==> src/rtl/instr_fetch_requester_if.sv <==
// Avalon-style instruction read bus between the fetch requester (master)
// and the instruction memory / capture side (slave).
interface instr_fetch_requester_if #(
  parameter int ADDR_W = 32,
  parameter int DATA_W = 32
);
  logic [ADDR_W-1:0] mem_address;
  logic              mem_read;
  logic [3:0]        mem_byteenable;
  logic              mem_waitrequest;
  logic [DATA_W-1:0] mem_readdata;

  modport master (
    output mem_address,
    output mem_read,
    output mem_byteenable,
    input  mem_waitrequest,
    input  mem_readdata
  );

  modport slave (
    input  mem_address,
    input  mem_read,
    input  mem_byteenable,
    output mem_waitrequest,
    output mem_readdata
  );
endinterface

==> src/rtl/instr_fetch_requester.sv <==
// Instruction fetch initiator: turns PC-stage requests into single Avalon reads
// and returns the instruction (or a misalignment fault) over a valid/ready port.
module instr_fetch_requester #(
  parameter int ADDR_W = 32,
  parameter int DATA_W = 32,
  parameter int CNT_W  = 16
) (
  input  logic                    clk,
  input  logic                    rst_n,
  input  logic                    cpu_req_valid,
  output logic                    cpu_req_ready,
  input  logic [ADDR_W-1:0]       cpu_req_addr,
  input  logic                    flush,
  output logic                    cpu_rsp_valid,
  input  logic                    cpu_rsp_ready,
  output logic [DATA_W-1:0]       cpu_rsp_data,
  output logic                    cpu_rsp_err,
  instr_fetch_requester_if.master bus,
  output logic                    busy,
  output logic [CNT_W-1:0]        stall_count
);

  typedef enum logic [1:0] {IDLE, REQ, DRAIN, RESP} state_t;

  state_t            state, state_nxt;
  logic [ADDR_W-1:0] addr_q;
  logic [DATA_W-1:0] data_q;
  logic              err_q;
  logic              req_fire;
  logic              misaligned;
  logic              rd_done;
  logic              stalled;

  function automatic logic [CNT_W-1:0] sat_inc(input logic [CNT_W-1:0] v);
    return (v == '1) ? v : v + CNT_W'(1);
  endfunction

  assign misaligned    = cpu_req_addr[1:0] != 2'b00;
  assign cpu_req_ready = !flush && (state == IDLE || (state == RESP && cpu_rsp_ready));
  assign req_fire      = cpu_req_valid && cpu_req_ready;

  assign bus.mem_read       = (state == REQ) || (state == DRAIN);
  assign bus.mem_address    = addr_q;
  assign bus.mem_byteenable = bus.mem_read ? 4'hF : 4'h0;
  assign rd_done            = bus.mem_read && !bus.mem_waitrequest;
  assign stalled            = bus.mem_read && bus.mem_waitrequest;

  assign cpu_rsp_valid = (state == RESP);
  assign cpu_rsp_data  = data_q;
  assign cpu_rsp_err   = err_q;
  assign busy          = (state != IDLE);

  always_comb begin
    state_nxt = state;
    case (state)
      IDLE: begin
        if (req_fire) state_nxt = misaligned ? RESP : REQ;
      end
      REQ: begin
        if (!bus.mem_waitrequest) state_nxt = flush ? IDLE : RESP;
        else if (flush)           state_nxt = DRAIN;
      end
      // A started bus read cannot be withdrawn; wait it out and drop the data.
      DRAIN: begin
        if (!bus.mem_waitrequest) state_nxt = IDLE;
      end
      RESP: begin
        if (flush)              state_nxt = IDLE;
        else if (req_fire)      state_nxt = misaligned ? RESP : REQ;
        else if (cpu_rsp_ready) state_nxt = IDLE;
      end
      default: state_nxt = IDLE;
    endcase
  end

  always_ff @(posedge clk or negedge rst_n) begin
    if (!rst_n) state <= IDLE;
    else        state <= state_nxt;
  end

  always_ff @(posedge clk or negedge rst_n) begin
    if (!rst_n) begin
      addr_q      <= '0;
      data_q      <= '0;
      err_q       <= 1'b0;
      stall_count <= '0;
    end else begin
      if (req_fire && !misaligned) addr_q <= cpu_req_addr;
      if (req_fire && misaligned) begin
        data_q <= '0;
        err_q  <= 1'b1;
      end else if (state == REQ && rd_done && !flush) begin
        data_q <= bus.mem_readdata;
        err_q  <= 1'b0;
      end
      if (stalled) stall_count <= sat_inc(stall_count);
    end
  end

endmodule

==> src/flat_wrapper.sv <==
// flat-port wrapper written by rule: the top's interface ports become plain ports
module instr_fetch_requester_flat 
#(
  parameter int ADDR_W = 32,
  parameter int DATA_W = 32,
  parameter int CNT_W  = 16
)
  (clk, rst_n, cpu_req_valid, cpu_req_ready, cpu_req_addr, flush, cpu_rsp_valid, cpu_rsp_ready, cpu_rsp_data, cpu_rsp_err, busy, stall_count, bus_mem_address, bus_mem_read, bus_mem_byteenable, bus_mem_waitrequest, bus_mem_readdata);
  instr_fetch_requester_if #(.ADDR_W(ADDR_W), .DATA_W(DATA_W)) bus_i ();
  input  logic clk;
  input  logic rst_n;
  input  logic cpu_req_valid;
  output logic cpu_req_ready;
  input  logic [ADDR_W-1:0] cpu_req_addr;
  input  logic flush;
  output logic cpu_rsp_valid;
  input  logic cpu_rsp_ready;
  output logic [DATA_W-1:0] cpu_rsp_data;
  output logic cpu_rsp_err;
  output logic busy;
  output logic [CNT_W-1:0] stall_count;
  output wire logic [$bits(bus_i.mem_address)-1:0] bus_mem_address;
  output wire logic [$bits(bus_i.mem_read)-1:0] bus_mem_read;
  output wire logic [$bits(bus_i.mem_byteenable)-1:0] bus_mem_byteenable;
  input wire logic [$bits(bus_i.mem_waitrequest)-1:0] bus_mem_waitrequest;
  input wire logic [$bits(bus_i.mem_readdata)-1:0] bus_mem_readdata;
  assign bus_mem_address = bus_i.mem_address;
  assign bus_mem_read = bus_i.mem_read;
  assign bus_mem_byteenable = bus_i.mem_byteenable;
  assign bus_i.mem_waitrequest = bus_mem_waitrequest;
  assign bus_i.mem_readdata = bus_mem_readdata;
  instr_fetch_requester #(.ADDR_W(ADDR_W), .DATA_W(DATA_W), .CNT_W(CNT_W)) u_core (.clk(clk), .rst_n(rst_n), .cpu_req_valid(cpu_req_valid), .cpu_req_ready(cpu_req_ready), .cpu_req_addr(cpu_req_addr), .flush(flush), .cpu_rsp_valid(cpu_rsp_valid), .cpu_rsp_ready(cpu_rsp_ready), .cpu_rsp_data(cpu_rsp_data), .cpu_rsp_err(cpu_rsp_err), .bus(bus_i), .busy(busy), .stall_count(stall_count));
endmodule
==> config.mk <==
export PLATFORM = sky130hd
export DESIGN_NAME = instr_fetch_requester_flat
export DESIGN_NICKNAME = d
export VERILOG_FILES = /design/src/rtl/instr_fetch_requester_if.sv /design/src/rtl/instr_fetch_requester.sv /design/src/flat_wrapper.sv
export SDC_FILE = /design/constraint.sdc
export NUM_CORES = 1
export LEC_CHECK = 0
export BUFFER_PORTS_ARGS = -buffer_cell sky130_fd_sc_hd__buf_2
export CORE_MARGIN = 3
export CORE_UTILIZATION = 45
export DETAILED_ROUTE_END_ITERATION = 8
export GPL_TIMING_DRIVEN = 0
export HOLD_SLACK_MARGIN = 0.06
export PLACE_DENSITY_LB_ADDON = 0.2
export SLEW_MARGIN = 25
export SYNTH_ARGS = -nofsm -noshare
export SYNTH_HDL_FRONTEND = slang
export SYNTH_SLANG_ARGS = --single-unit
==> constraint.sdc <==
create_clock -name clk -period 2.15 [get_ports clk]
set_input_delay 0.1075 -clock clk [delete_from_list [all_inputs] [get_ports clk]]
set_output_delay 0.1075 -clock clk [all_outputs]
set_load 0.1 [all_outputs]
==> impl_metrics.yaml, run 1 <==
global_routing:
  grt_first_pass_wirelength_microns: 15500
  grtUsageTotal_pct: 21.9
  grt_start_max_net_pins: 44
  grt_pass1_vias: 3269
  overflow: 0
  antenna_found_initial: 0
synthesis:
  postSynthAreaPerCell_sq_um: 11.2
  ys_warn_count: 0
  yosysUniqueCellTypes: 38
  syn-cell-area_sq_um: 3600
  synth.net_count: 396
  synthSimpleGateAreaFrac_pct: 16.7
  synth_compound_area_share_pct: 6.15
  synth_seq_cells: 83
  synth_fa_ha_area_share_pct: 2.09
  synth_mux_area_share_pct: 10.6
  synth_top_area_share_pct: 57.7
  yosysTopAreaCell: "dfrtp_1"
  ys_seq_area_share_pct: 57.7
  synth_top_family_by_area: "simple AND/OR/NAND/NOR gates"
  netlist_top_cells_area: "dfrtp_1, mux2_2, nand2_1"
  postSynthCellCount: 320
  synth_xor_area_share_pct: 3.41
flow_run:
  cap_violations: 0
sta:
  final.min_clock_period_ns: 1.92
  hold_viol_final: 0
  drv_slew: 0
  skew_ns: 0.0138
  setup_viol: 0
  fmax_ghz: 0.521
  slew_headroom_pct: 62.3
  rsz0062_at_grt: "false"
  tightest_slew_ns: 0.566
  post-route-period-util_pct: 89.3
  tns_ns: 0
setup_path:
  critical_path_arrival_ns: 2.14
  crit_type: "reg2reg"
  reg2reg_depth: 6
  crit_path_start_kind: "flop"
  crit_slowest_cell: "dfrtp_1"
  critPathMaxFanout: 10
  crit_required_ns: 2.37
  path_cells: "inv_1 -> ha_4 -> a21oi_2 -> nor4_4 -> buf_4 -> mux2_2"
  cp-end-kind: "flop"
  max_stage_delay_ns: 0.40
  cp_num_cells: 6
  crit_family: "buffers and inverters"
  crit_buf_inv: 2
min_path:
  hp-class: "in2reg"
  worstHoldPathCells: 3
floorplan:
  initial_core_util_pct: 48.1
  io_pins: 159
  core_area_sq_um: 7490
  dieArea_sq_um: 9110
  die_w_microns: 95.4
  rows: 31
  die_h_microns: 95.4
placed_design:
  dpl_cell_area_sq_um: 4570
  hpwl_microns: 6340
  port_buffers: 158
  gp_congestion: 0.814
routing:
  route.detailed.drc: 0
  wl_per_cell_microns: 14.7
  first_iter_violations: 103
  num_vias: 3176
  routed_via_density: 4.84
  drt_wl_total_microns: 9650
  antenna_left: 0
  drt-pass1-iter-count: 4
clock_tree:
  clockRootBuffer: "clkbuf_8"
  max-clock-path-buffers: 2
  clkTransAtPathRegs_ns: 0.07
  clk-insertion-delay-late_ns: 0.35
  htree_levels: 3
  cts_tree: "yes"
  cts_setup_buffers: 0
  cts-buffers-inserted: 9
  clkSinkCount: 83
finish:
  synthToLayoutAreaGrowth_pct: 50.8
  layout.nets: 629
  design_area_sq_um: 5430
  layout-drive-gt1-share_pct: 42.9
  antenna_cells: 0
run_status:
  outcome: "complete, no violations"
[synthesized netlist by cell type]
master / count
dfrtp_1: 83
and2_1: 1
nor3b_1: 1
nor3_2: 2
xor2_1: 9
and3_2: 1
a211oi_1: 2
nor3_1: 3
ha_1: 6
o21ai_0: 3
buf_2: 5
nand2b_1: 3
inv_1: 4
mux2_4: 1
a21oi_1: 35
mux2i_1: 3
buf_4: 7
and4bb_1: 1
nand4_2: 1
a21oi_2: 1
nand3_1: 2
clkbuf_1: 7
a21o_1: 1
nor2b_1: 5
nor2_1: 7
nand2_1: 73
and4_2: 1
and4_1: 2
and3_1: 1
nor4b_1: 2
mux2_2: 30
nor2_2: 1
xnor2_1: 5
nor4_1: 1
nand4_1: 6
nor4_4: 2
nand4b_1: 1
nand3b_1: 1
[routing by layer]
metal / routed length (microns) / track usage, %
met1: 3900 / 25.7
met2: 4880 / 38.8
met3: 722 / 5.21
met4: 153 / 8.18
met5: 0 / 0
[flip-flops by register name (all words and copies together), names as in the netlist]
signal and count:
u_core.bus.mem_address 32, u_core.cpu_rsp_data 32, u_core.cpu_rsp_err 1, u_core.stall_count 16
u_core.state 2
[stage by stage]
step	cells	hold slack, ns	setup WS [ns]	util (%)
final	656	0.213	0.230	72.5
after global routing	656	0.200	0.0303	72.5
after detailed placement	578	0.139	0.192	61.0
after global placement	577	0.340	0.184	60.7
after floorplan	320	-0.188	0.00213	-
after CTS	656	0.192	0.175	72.5
[cell type report]
type                            count  area [sq um]
Multi-Input combinational cell    214          1420
Timing Repair Buffer              222          1440
Clock buffer                       10           128
Sequential cell                    83          2090
Tap cell                           99           124
Buffer                             19           106
Clock inverter                      5           103
Inverter                            4          15.0
Fill cell                         547          2060
[worst min-delay path: cells and delay by family]
kind / cells / cell delay (ns)
muxes: 1 / 0.22
and+or+nand+nor: 1 / 0.07
buffers and inverters: 1 / 0.12
[cell usage in the layout, fill, tap and decap left out, types with 2 or more instances in the layout]
cell type	netlist	final
clkbuf_1	7	6
nor4_4	2	2
nor3_2	2	2
mux2i_1	3	3
clkbuf_2	0	2
ha_1	6	4
xor2_1	9	9
buf_4	7	8
xnor2_1	5	5
nand2_1	73	73
a211oi_1	2	2
nor3_1	3	3
nor2_1	7	6
nand3_1	2	2
nand2b_1	3	3
dlygate4sd3_1	0	63
bufinv_16	0	3
clkbuf_8	0	9
nor2b_1	5	5
and4_1	2	2
nand4_1	6	6
dfrtp_2	0	9
mux2_2	30	30
nor2_2	1	2
inv_1	4	4
o21ai_0	3	3
buf_2	5	162
nor4b_1	2	2
dfrtp_1	83	74
a21oi_1	35	35
[cell families after synthesis]
| kind of cell | after synthesis |
|---|---|
| flip-flops | 83 |
| adder cells (fa/ha/maj) | 6 |
| AND/OR/NAND/NOR | 118 |
| XOR/XNOR | 14 |
| multiplexers | 34 |
| buffers and inverters | 23 |
| AO/OA/AOI/OAI | 42 |
[final timing paths]
path                                                         from                                     end  slack (ns)
worst min-delay path                              cpu_req_addr[0]  u_core.bus.mem_address[22]$_DFFE_PN0P_        0.21
worst max-delay path                  u_core.state[0]$_DFFE_PN0P_   u_core.bus.mem_address[2]$_DFFE_PN0P_        0.23
worst min register to register  u_core.stall_count[0]$_DFFE_PN0P_       u_core.stall_count[0]$_DFFE_PN0P_        0.50
worst max register to register        u_core.state[0]$_DFFE_PN0P_   u_core.bus.mem_address[2]$_DFFE_PN0P_        0.23
max in group asynchronous                                   rst_n     u_core.cpu_rsp_data[11]$_DFFE_PN0P_        1.24
min in group asynchronous                                   rst_n  u_core.bus.mem_address[16]$_DFFE_PN0P_        0.29
[what timing repair did]
item,4_1_cts,5_1_grt
endpoints found under the hold margin,104,0
hold buffers,63,0
resized for setup,0,4
setup endpoints to repair,0,18
Power of run 1 is left out: the tool's default activity adds up to more than one toggle a clock period on the data nets, which glitch-free logic cannot reach.
==> run 2: changes to the inputs <==
--- a/config.mk
+++ b/config.mk
@@ -6,6 +6,7 @@
 export NUM_CORES = 1
 export LEC_CHECK = 0
 export BUFFER_PORTS_ARGS = -buffer_cell sky130_fd_sc_hd__buf_2
+export CAP_MARGIN = 20
 export CORE_MARGIN = 3
 export CORE_UTILIZATION = 45
 export DETAILED_ROUTE_END_ITERATION = 8
==> constraint.sdc (replaced) <==
create_clock -name clk -period 2.3 [get_ports clk]
set_input_delay 0.115 -clock clk [delete_from_list [all_inputs] [get_ports clk]]
set_output_delay 0.115 -clock clk [all_outputs]
set_load 0.1 [all_outputs]
==> impl_metrics.yaml, run 2 (synthesized netlist as in run 1, its figures left out) <==
routing:
  routedLengthMet1_microns: 3820
  drt-pass1-iter-count: 5
  route.detailed.drc: 0
  routed_via_density: 4.87
  antenna_left: 0
  routed.top_layer: "met4"
  first_iter_violations: 84
  num_vias: 3201
  wl_per_cell_microns: 15.1
  route.met2.wl_microns: 5140
  drt_wl_total_microns: 9890
  wl_met3_microns: 802
placed_design:
  gp_congestion: 0.786
  port_buffers: 158
  hpwl_microns: 6520
global_routing:
  overflow: 0
  grt_start_max_net_pins: 48
  grt_pass1_vias: 3291
  grt_first_pass_wirelength_microns: 15700
  antenna_found_initial: 0
  grtUsageTotal_pct: 22.5
sta:
  final.min_clock_period_ns: 2.00
  fmax_ghz: 0.501
  rsz0062_at_grt: "false"
  slew_headroom_pct: 61.0
  post-route-period-util_pct: 86.8
  drv_slew: 0
  tightest_slew_ns: 0.585
  tns_ns: 0
  hold_viol_final: 0
  skew_ns: 0.00887
  setup_viol: 0
clock_tree:
  cts_setup_buffers: 0
  clkSinkCount: 83
  htree_levels: 3
  cts_tree: "yes"
  cts_hold_buf: 63
  cts-buffers-inserted: 9
  clk-insertion-delay-late_ns: 0.35
  cts_resized: 0
  max-clock-path-buffers: 2
  clkTransAtPathRegs_ns: 0.08
  clockRootBuffer: "clkbuf_8"
floorplan:
  die_h_microns: 95.4
  initial_core_util_pct: 48.1
  die_w_microns: 95.4
  core_area_sq_um: 7490
  dieArea_sq_um: 9110
  rows: 31
  io_pins: 159
flow_run:
  cap_violations: 0
setup_path:
  crit_path_start_kind: "flop"
  crit_family: "buffers and inverters"
  path_cells: "inv_1 -> ha_2 -> a21oi_2 -> nor3_2 -> clkbuf_1 -> a21oi_1"
  crit_type: "reg2reg"
  cp-end-kind: "flop"
  crit_slowest_cell: "nor3_2"
  critical_path_arrival_ns: 2.20
  crit_buf_inv: 2
  crit_required_ns: 2.51
  max_stage_delay_ns: 0.47
  critPathMaxFanout: 10
finish:
  synthToLayoutAreaGrowth_pct: 49.0
  layout-drive-gt1-share_pct: 41.6
  antenna_cells: 0
  layout.nets: 629
  final_core_util_pct: 71.7
  final_common_cell: "buf_2"
  layout_common_cells: "buf_2, dfrtp_1, nand2_1"
run_status:
  outcome: "complete, no violations"
min_path:
  hp-class: "in2reg"
## run 2: cell count changes in the layout (fill, tap and decap cells not counted), moves of 2 or more
| cell | before | now |
|---|---|---|
| dfrtp_2 | 9 | 2 |
| clkbuf_2 | 2 | 0 |
| clkinv_4 | 0 | 2 |
| clkbuf_8 | 9 | 11 |
| bufinv_16 | 3 | 0 |
| dfrtp_1 | 74 | 81 |
## run 2: through the flow
step / instances / cell area (sq um) / hold WS [ns] / setup slack, ns
detailed placement: 578 / 4550 / 0.161 / 0.293
floorplan: 320 / 3610 / -0.181 / 0.0783
global route: 657 / 5370 / 0.212 / 0.126
global placement: 577 / 4520 / 0.347 / 0.352
CTS: 657 / 5370 / 0.207 / 0.302
finish: 657 / 5370 / 0.221 / 0.303
## run 2: area by class of cell
type,count,area [sq um]
Inverter,4,15.0
Multi-Input combinational cell,214,1410
Sequential cell,83,2080
Timing Repair Buffer,222,1440
Tap cell,99,124
Clock buffer,11,151
Fill cell,543,2120
Buffer,19,104
Clock inverter,5,36.3
## run 2: worst paths after layout
path	to	cells past startpoint	startpoint	slack (ns)
max in group asynchronous	u_core.stall_count[11]$_DFFE_PN0P_	3	rst_n	1.37
min	u_core.bus.mem_address[21]$_DFFE_PN0P_	3	cpu_req_addr[0]	0.22
max	u_core.cpu_rsp_data[13]$_DFFE_PN0P_	6	u_core.state[0]$_DFFE_PN0P_	0.30
max reg2reg	u_core.cpu_rsp_data[13]$_DFFE_PN0P_	6	u_core.state[0]$_DFFE_PN0P_	0.30
min in group asynchronous	u_core.cpu_rsp_data[30]$_DFFE_PN0P_	2	rst_n	0.33
min reg2reg	u_core.cpu_rsp_err$_DFFE_PN0P_	1	u_core.cpu_rsp_err$_DFFE_PN0P_	0.48
## run 2: layer usage
metal  GRT usage (%)  vias up
li1                -     1543
met1            26.1     1528
met2            39.7      117
met3            6.63       13
met4            7.23        0
met5               0        -
## run 2: worst min-delay path: cells and delay by family
kind	cells	cell delay, ns
buffers and inverters	1	0.13
and+or+nand+nor	1	0.07
muxes	1	0.21
Power of run 2 is left out for the same reason.
